<file path="config.mk">
export PLATFORM = sky130hd
export DESIGN_NAME = alu_serial_rx
export DESIGN_NICKNAME = d
export VERILOG_FILES = /design/src/rtl/alu_serial_rx.sv
export SDC_FILE = /design/constraint.sdc
export NUM_CORES = 1
export LEC_CHECK = 0
export ABC_AREA = 0
export CORE_MARGIN = 4
export CORE_UTILIZATION = 39
export CTS_BUF_LIST = sky130_fd_sc_hd__clkbuf_2 sky130_fd_sc_hd__clkbuf_4 sky130_fd_sc_hd__clkbuf_8
export DETAILED_ROUTE_END_ITERATION = 16
export DONT_BUFFER_PORTS = 1
export HOLD_SLACK_MARGIN = 0.12
export SLEW_MARGIN = 20
export SYNTH_ARGS = -nofsm -noshare
export SYNTH_HDL_FRONTEND = slang
export SYNTH_SLANG_ARGS = --single-unit
export TNS_END_PERCENT = 50
</file>
<file path="constraint.sdc">
create_clock -name clk -period 2 [get_ports clk]
set_input_delay 0.2 -clock clk [delete_from_list [all_inputs] [get_ports clk]]
set_output_delay 0.2 -clock clk [all_outputs]
set_load 0.05 [all_outputs]
</file>
<file path="src/rtl/alu_serial_rx.sv">
// Serial word receiver that assembles two operands and a control byte
// into ALU packets, with framing and word-count error reporting.
module alu_serial_rx #(
    parameter int OP_BYTES = 4
) (
    input  logic                  clk,
    input  logic                  rst_n,
    input  logic                  din,
    input  logic                  enable_n,
    output logic [8*OP_BYTES-1:0] b_data,
    output logic [8*OP_BYTES-1:0] a_data,
    output logic [7:0]            ctl,
    output logic                  pkt_valid,
    output logic                  err_frame,
    output logic                  err_data
);

    localparam int W  = 8 * OP_BYTES;
    localparam int PW = 2 * W;
    localparam int NW = 2 * OP_BYTES;
    localparam int CW = $clog2(NW + 2);
    localparam logic [CW-1:0] FULL = CW'(NW);
    localparam logic [CW-1:0] SAT  = CW'(NW + 1);

    typedef enum logic [1:0] {
        IDLE,
        SHIFT,
        DRAIN
    } state_t;

    state_t          state;
    state_t          state_nx;
    logic [3:0]      bit_cnt;
    logic [8:0]      sr;
    logic [CW-1:0]   data_cnt;
    logic [PW-1:0]   pkt;
    logic            armed;
    logic            drain_err;

    logic            sample;
    logic            last;
    logic            abort;
    logic            over;
    logic [9:0]      word;
    logic            bad_start;
    logic            data_ok;
    logic            ctl_ok;
    logic            fire;
    logic            ferr;
    logic            derr;

    always_ff @(posedge clk or negedge rst_n) begin
        if (!rst_n) begin
            state <= IDLE;
        end else begin
            state <= state_nx;
        end
    end

    always_comb begin
        state_nx = state;
        case (state)
            IDLE: begin
                if (sample) state_nx = SHIFT;
            end
            SHIFT: begin
                if (enable_n) state_nx = IDLE;
                else if (last) state_nx = DRAIN;
            end
            DRAIN: begin
                if (enable_n) state_nx = IDLE;
            end
            default: state_nx = IDLE;
        endcase
    end

    // Word decode; a word only counts on the edge that samples bit 9.
    always_comb begin
        sample    = !enable_n &&
                    ((state == SHIFT) || ((state == IDLE) && armed));
        last      = (state == SHIFT) && !enable_n && (bit_cnt == 4'd9);
        abort     = (state == SHIFT) && enable_n;
        over      = (state == DRAIN) && !enable_n && !drain_err;
        word      = {sr, din};
        bad_start = last && word[9];
        data_ok   = last && !word[9] && !word[8];
        ctl_ok    = last && !word[9] && word[8];
        fire      = ctl_ok && (data_cnt == FULL);
        derr      = ctl_ok && (data_cnt != FULL);
        ferr      = abort || over || bad_start;
    end

    always_ff @(posedge clk or negedge rst_n) begin
        if (!rst_n) begin
            bit_cnt   <= '0;
            sr        <= '0;
            armed     <= 1'b0;
            drain_err <= 1'b0;
        end else begin
            // A word already in flight at reset release is skipped.
            armed     <= armed | enable_n;
            drain_err <= (state == DRAIN) && (drain_err || over);
            if (sample) begin
                bit_cnt <= (state == IDLE) ? 4'd1 : bit_cnt + 4'd1;
                sr      <= {sr[7:0], din};
            end else begin
                bit_cnt <= '0;
            end
        end
    end

    always_ff @(posedge clk or negedge rst_n) begin
        if (!rst_n) begin
            data_cnt <= '0;
            pkt      <= '0;
        end else begin
            if (ferr || ctl_ok) begin
                data_cnt <= '0;
            end else if (data_ok && (data_cnt != SAT)) begin
                data_cnt <= data_cnt + 1'b1;
            end
            if (over) begin
                pkt <= '0;
            end else if (data_ok) begin
                pkt <= {pkt[PW-9:0], word[7:0]};
            end
        end
    end

    always_ff @(posedge clk or negedge rst_n) begin
        if (!rst_n) begin
            b_data    <= '0;
            a_data    <= '0;
            ctl       <= '0;
            pkt_valid <= 1'b0;
            err_frame <= 1'b0;
            err_data  <= 1'b0;
        end else begin
            pkt_valid <= fire;
            err_frame <= ferr;
            err_data  <= derr;
            if (fire) begin
                b_data <= pkt[PW-1:W];
                a_data <= pkt[W-1:0];
                ctl    <= word[7:0];
            end
        end
    end

endmodule

</file>
==> flow_metrics.env, run 1 <==
export IMPL_clk_pin_slew_ps=80
export IMPL_wl_um=15100
export IMPL_clock_skew_ps=9.57
export IMPL_p_per_area_mw_per_mm2=832
export IMPL_die_y_um=141
export IMPL_synth_largest_area_cell="dfrtp_1"
export IMPL_drt_iter0_drc=277
export IMPL_hold_class="in2async"
export IMPL_synthAdderAreaFrac_pct=0.903
export IMPL_critPathLaunchType="flip-flop"
export IMPL_first_global_vias=4323
export IMPL_cts_sinks=160
export IMPL_globalRouteMet2Util_pct=24.6
export IMPL_synth_compound_area_share_pct=9.46
export IMPL_synth_nets=550
export IMPL_async_flop_share_pct=100
export IMPL_cts_hold_buf=2
export IMPL_drv_slew=0
export IMPL_maxCapViolCount=0
export IMPL_p_sw_share_pct=24.8
export IMPL_hold_slack_ps=-568
export IMPL_pwr_share_seq_pct=52.3
export IMPL_cts_tree="done"
export IMPL_maxSlewHeadroom_pct=63.2
export IMPL_leakagePower_nw=3.43
export IMPL_dieArea_mm2=0.0200
export IMPL_n_antenna_cell=0
export IMPL_wire_per_inst_um=19.4
export IMPL_ys_warn_count=0
export IMPL_crit_slowest_cell="or3b_4"
export IMPL_end_kind="flip-flop"
export IMPL_seqCellArea_mm2=0.00400
export IMPL_htree_levels=4
export IMPL_grt_busiest_layer="met2"
export IMPL_grt_max_degree=161
export IMPL_hpwl_um=9380
export IMPL_clk_root_buffer_cell="clkbuf_8"
export IMPL_crit_fanout=8
export IMPL_p_total_mw=6.43
export IMPL_clkLatencyLatePin_ps=460
export IMPL_crit_chain="or3b_4 > nor4_4 > buf_6 > buf_4 > mux2_4"
export IMPL_grt_first_pass_wirelength_um=24100
export IMPL_ys_ff_latch=160
export IMPL_seq_area_frac_synth_pct=57.8
export IMPL_synthSimpleGateAreaFrac_pct=9.86
export IMPL_reg2reg_slack_ps=50
export IMPL_drive_gt1_share_pct=27.2
export IMPL_cts_buffers=17
export IMPL_fillerInstances=1553
export IMPL_track_usage_pct=15.3
export IMPL_num_vias=4214
export IMPL_grt_overflow=0
export IMPL_gp_congestion=0.750
export IMPL_syn_inst=541
export IMPL_ys_top_cells_by_area="dfrtp_1 58%, mux2_4 15%, nand3_1 4.7%, o31ai_1 3.4%, a21oi_1 2.6%"
export IMPL_crit_required_ps=2340
export IMPL_vdd_ir_drop_worst_v=0.000480
export IMPL_power_frac_comb_pct=7.6
export IMPL_violations="negative hold slack"
export IMPL_synth_ff_type="dfrtp_1"
export IMPL_syn_cell_area_mm2=0.00693
export IMPL_min_period_over_period_pct=97.5
export IMPL_core_area_mm2=0.0174
export IMPL_yosysTopAreaCellShare_pct=57.8
export IMPL_worstSetupPathType="reg2reg"
export IMPL_grt_use_met1_pct=19.7
export IMPL_synth_xor_area_share_pct=0.253
export IMPL_finalHoldViolCount=160
export IMPL_max_freq_mhz=513
export IMPL_fp_dieW_um=141
export IMPL_ys_types=39
export IMPL_p_clk_share_pct=40.1
export IMPL_multi_input_area_mm2=0.00264
export IMPL_fin_crit_ps=1950
export IMPL_drt_pass1_iter_count=4
export IMPL_ioPinCount=79
export IMPL_final_cells=777
export IMPL_p_sw_mw=1.59
export IMPL_status="finished with violations"
export IMPL_rsz0062_at_grt="yes"
export IMPL_cp_arrival_ps=2290
export IMPL_start_util_pct=39.9
export IMPL_setup_viol_count_final=0
export IMPL_dp_cells=741
export IMPL_synth_top_family_by_area="multiplexers"
export IMPL_antenna_left=0
export IMPL_synth_area_per_cell_um2=12.8
export IMPL_worstMarginPinSlew_ps=552
export IMPL_fin_nets=548
export IMPL_port_buffers=0
export IMPL_place_ws_ps=-22.0
export IMPL_clockBufferDepth=2
export IMPL_setup_ws_ps=50.9
export IMPL_drc=0
export IMPL_yosys_mux_area_fraction_pct=16.9
export IMPL_viasPerCell=5.42
export IMPL_fp_row_count=48
export IMPL_max_stage_delay_ps=400
export IMPL_fin_util_pct=44.5
export IMPL_synthToLayoutAreaGrowth_pct=11.4
export IMPL_synth_edf_count=0
export IMPL_use_met3_pct=5.12
export IMPL_antenna_found_initial=0
export IMPL_intPower_mw=4.83
-- cell families after synthesis --
kind of cell               count (synthesis)
muxes                                     81
AOI/OAI and AO/OA                        109
DFF                                      160
buffers and inverters                     54
and+or+nand+nor                          130
xor gates and xnor gates                   2
adders and majority gates                  5
-- Yosys cell counts (all sizes together) (3+ instances only) --
cell and number:
dfrtp 160, mux2 81, nand3 65, a21oi 36, nand2 34, clkbuf 33, o21ai 33, o31ai 31
buf 15, inv 6, ha 5, nand3b 5, nor2 5, nand4 3, nor3 3
-- worst paths after layout --
check	startpoint	endpoint	depth (start not counted)
hold / removal	rst_n	b_data[24]	0
setup reg to reg	state[1]	a_data[16]	5
min in group clk	enable_n	pkt[21]	4
setup / recovery	state[1]	a_data[16]	5
max in group asynchronous	rst_n	a_data[4]	0
hold reg to reg	armed	armed	1
-- power by group through the flow --
stage	registers, mW	logic (mW)	clock network, mW
final	3.36	0.487	2.58
after global routing	3.37	0.523	2.79
after CTS	3.36	0.472	2.64
after detailed placement	3.43	0.464	0
after global placement	3.42	0.456	0
after floorplan	3.41	0.318	0
-- cell type report --
class / count / share of cell area, %
well taps: 225 / 3.65
clock buffers: 23 / 3.94
clock inverters: 9 / 1.67
flip-flops and latches: 160 / 51.8
repair buffers: 27 / 4.37
multi-input cells: 327 / 34.2
inverters: 6 / 0.292
-- flip-flops by register name (all words and copies together) (netlist names) --
name and count:
a_data 32, armed 1, b_data 32, bit_cnt 4, ctl 8, data_cnt 4
drain_err 1, err_data 1, err_frame 1, pkt 64, pkt_valid 1, sr 9
state 2
-- cells in the final DEF, fill, tap and decap left out, drive strengths merged, types with 2 or more instances in the layout --
cell / count
nand2: 34
o41ai: 2
or2: 2
nor2: 5
nand3: 65
clkinvlp: 2
inv: 7
nor2b: 2
bufinv: 3
nor4b: 2
nand4: 3
buf: 23
mux2: 81
o21ai: 33
o2111ai: 2
dfrtp: 160
and3b: 2
clkbuf: 25
o311ai: 2
nand3b: 5
nor3: 3
ha: 5
clkinv: 3
dlygate4sd3: 2
o31ai: 31
a21oi: 36
nand2b: 2
-- per-layer routing --
layer | routed length, µm | share of wire (%) | vias up
li1 | - | - | 1936
met1 | 6550 | 43 | 2183
met2 | 7540 | 50 | 85
met3 | 835 | 5.5 | 10
met4 | 158 | 1.0 | 0
met5 | 0 | 0 | -
-- critical path, delay by kind of cell (launching register included) --
family,cells,cell delay [ps]
and+or+nand+nor,2,720
buffers and inverters,2,420
DFF,1,390
muxes,1,310
-- through the flow --
step	cell area, µm²	TNS [ps]	hold WS, ps
2_1_floorplan	6940	0	-95.6
3_3_place_gp	7190	0	-89.9
3_5_place_dp	7190	-38.2	-91.8
4_1_cts	7640	-14.1	-601
5_1_grt	7720	-356	-611
6_report	7720	0	-568
-- what timing repair did --
item / in CTS / in global routing
resized for setup: 1 / 6
buffers inserted: 0 / 0
endpoints found under the setup margin: 6 / 93
pin swaps: 0 / 1
gates cloned: 0 / 2
hold endpoints to repair: 173 / 160
Power figures use the tool's default switching activity.
==> run 2, diff against run 1 <==
--- a/config.mk
+++ b/config.mk
@@ -5,7 +5,7 @@
 export SDC_FILE = /design/constraint.sdc
 export NUM_CORES = 1
 export LEC_CHECK = 0
-export ABC_AREA = 0
+export ABC_AREA = 1
 export CORE_MARGIN = 4
 export CORE_UTILIZATION = 39
 export CTS_BUF_LIST = sky130_fd_sc_hd__clkbuf_2 sky130_fd_sc_hd__clkbuf_4 sky130_fd_sc_hd__clkbuf_8
==> run 2 against run 1 <==
The run still ends with negative hold slack left; sequential power is 2% lower; sequential cell count stayed put; synthesized cell count is 11% higher; clock skew is 0.91 ps lower; worst hold slack better by 8.9 ps; via count is 4.8% lower; sequential share of layout area is 6.7 points higher; setup slack better by 120 ps; largest cell class unchanged; largest power group unchanged.
==> flow_metrics.env, run 2 <==
export IMPL_status="finished with violations"
export IMPL_violations="negative hold slack"
export IMPL_synth_nets=609
export IMPL_synthToLayoutAreaGrowth_pct=11.2
export IMPL_final_cells=821
export IMPL_worstMarginPinSlew_ps=688
export IMPL_first_global_vias=4131
export IMPL_clock_skew_ps=8.66
export IMPL_setup_ws_ps=171
export IMPL_p_per_area_mw_per_mm2=899
export IMPL_seq_area_frac_synth_pct=65.1
export IMPL_largest_register="pkt"
export IMPL_hpwl_um=8060
export IMPL_maxSlewHeadroom_pct=54.0
export IMPL_n_antenna_cell=0
export IMPL_rsz0062_at_grt="no"
export IMPL_drc=0
export IMPL_gp_congestion=0.787
export IMPL_yosysTopAreaCellShare_pct=65.1
export IMPL_end_kind="flip-flop"
export IMPL_htree_levels=4
export IMPL_ys_warn_count=0
export IMPL_fp_dieW_um=134
export IMPL_maxCapViolCount=0
export IMPL_cts_setup_buffers=0
export IMPL_grt_overflow=0
export IMPL_track_usage_pct=15.1
export IMPL_synth_most_common_cell="dfrtp_1"
export IMPL_drive_gt1_share_pct=9.18
export IMPL_ys_types=28
export IMPL_ys_top_cells_by_count="160 x dfrtp_1, 98 x nand2_1, 81 x inv_1"
export IMPL_ys_top_cells_by_area="dfrtp_1 65%, nand2_1 6.0%, inv_1 4.9%, o21ai_1 4.7%, o21ai_0 4.3%"
export IMPL_vdd_ir_drop_worst_v=0.000449
export IMPL_cts_tree="done"
export IMPL_crit_slowest_cell="dfrtp_1"
export IMPL_critPathLaunchType="flip-flop"
export IMPL_cts_sinks=160
export IMPL_fin_util_pct=44.6
export IMPL_crit_chain="inv_1 > ha_1 > nand2_1 > nor2_1 > nand3_2 > nor2_4 > nand2_4 > buf_12 > nand2_1 > o21ai_0"
export IMPL_syn_inst=600
export IMPL_cpMostUsedCell="nand2_1"
export IMPL_fin_crit_ps=1830
export IMPL_grt_first_pass_wirelength_um=21500
export IMPL_hold_slack_ps=-559
export IMPL_hold_class="in2async"
export IMPL_fp_row_count=45
export IMPL_port_buffers=0
export IMPL_synth_ff_type="dfrtp_1"
export IMPL_finalHoldViolCount=160
export IMPL_clockBufferDepth=2
export IMPL_setup_viol_count_final=0
export IMPL_drt_pass1_iter_count=4
export IMPL_clkLatencyLatePin_ps=450
export IMPL_min_period_over_period_pct=91.4
export IMPL_largest_reg_flops=64
export IMPL_worstSetupPathType="reg2reg"
export IMPL_num_vias=4011
export IMPL_core_area_mm2=0.0153
export IMPL_start_util_pct=40.1
export IMPL_crit_required_ps=2330
export IMPL_cts_buffers=17
export IMPL_wire_per_inst_um=15.3
export IMPL_syn_cell_area_mm2=0.00615
export IMPL_final_cell_mix="160 x dfrtp_1, 98 x nand2_1, 81 x inv_1"
export IMPL_async_flop_share_pct=100
export IMPL_drv_slew=0
export IMPL_tns_ps=0
export IMPL_viasPerCell=4.89
export IMPL_grt_max_degree=161
export IMPL_cts_hold_buf=2
export IMPL_clk_pin_slew_ps=80
export IMPL_crit_fanout=50
export IMPL_synth_edf_count=0
export IMPL_antenna_found_initial=0
export IMPL_fin_nets=606
export IMPL_clk_root_buffer_cell="clkbuf_8"
export IMPL_cp_arrival_ps=2160
export IMPL_drt_iter0_drc=304
export IMPL_antenna_left=0
export IMPL_synth_area_per_cell_um2=10.2
export IMPL_synth_largest_area_cell="dfrtp_1"
export IMPL_dieArea_mm2=0.0178
export IMPL_max_freq_mhz=547
export IMPL_place_ws_ps=103
export IMPL_die_y_um=134
export IMPL_wl_um=12600
export IMPL_leakagePower_nw=3.42
export IMPL_layout_commonest_cell="dfrtp_1"
export IMPL_max_stage_delay_ps=400
export IMPL_ys_ff_latch=160
export IMPL_dp_cells=787
export IMPL_top_regs="pkt x64, a_data x32, b_data x32"
export IMPL_ioPinCount=79
run 2: changes by cell type after synthesis, sizes merged, moves of 22 or more:
cell	previous run	this run
o22ai	0	33
o31ai	31	0
nand2	34	100
a21oi	36	1
o21ai	33	113
nand3	65	43
mux2	81	0
inv	6	84
clkbuf	33	10
run 2: report_power, final:
group / switching (mW) / internal (mW)
sequential: 0.0331 / 3.27
clock: 1.14 / 1.61
combinational: 0.0726 / 0.0292
run 2: final cells by class:
class | instances | area [µm²]
repair buffers | 9 | 135
multi-input cells | 325 | 1650
clock buffers | 21 | 289
inverters | 84 | 315
well taps | 211 | 264
flip-flops and latches | 160 | 4000
fillers | 1473 | 8480
clock inverters | 11 | 183
run 2: timing repair:
item	CTS	global route
endpoints found under the hold margin	171	160
resized for setup	0	1
setup endpoints to repair	0	4
run 2: path summary, 6_finish.rpt:
kind / from / endpoint / slack, ps / cells past startpoint
min in group clk: enable_n / a_data[14] / 230 / 5
hold / removal: rst_n / pkt[38] / -560 / 0
hold reg to reg: sr[6] / sr[6] / 490 / 2
setup reg to reg: bit_cnt[1] / ctl[3] / 170 / 10
setup / recovery: bit_cnt[1] / ctl[3] / 170 / 10
max in group asynchronous: rst_n / a_data[2] / 2350 / 0
run 2: critical path, delay by kind of cell, from the launching register on:
family,cells,cell delay [ps]
buf+inv,2,290
fa+ha+maj,1,150
compound gates,1,90
flops,1,400
simple gates,6,760
run 2: cells by family after synthesis:
group / Yosys count / synth area share, %
and+or+nand+nor: 169 / 12.2
AOI/OAI and AO/OA: 148 / 13.0
adders and majority gates: 5 / 1.02
xor gates and xnor gates: 3 / 0.428
DFF: 160 / 65.1
buffers and inverters: 115 / 8.24
run 2: metal layers:
metal  vias to the layer above  wire length, µm  GRT usage (%)
met4                         0              114           4.46
li1                       1950                -              -
met2                        99             5780           23.4
met3                        14              966           6.80
met1                      1948             5730           19.2
met5                         -                0              0
run 2: per-stage QoR:
step                total power, mW  area (µm²)  hold slack [ps]
finish                         6.15        6840             -559
global route                   6.41        6840             -614
CTS                            6.23        6830             -590
detailed placement             3.46        6340            -89.4
global placement               3.46        6340            -89.3
floorplan                      3.44        6150            -95.6
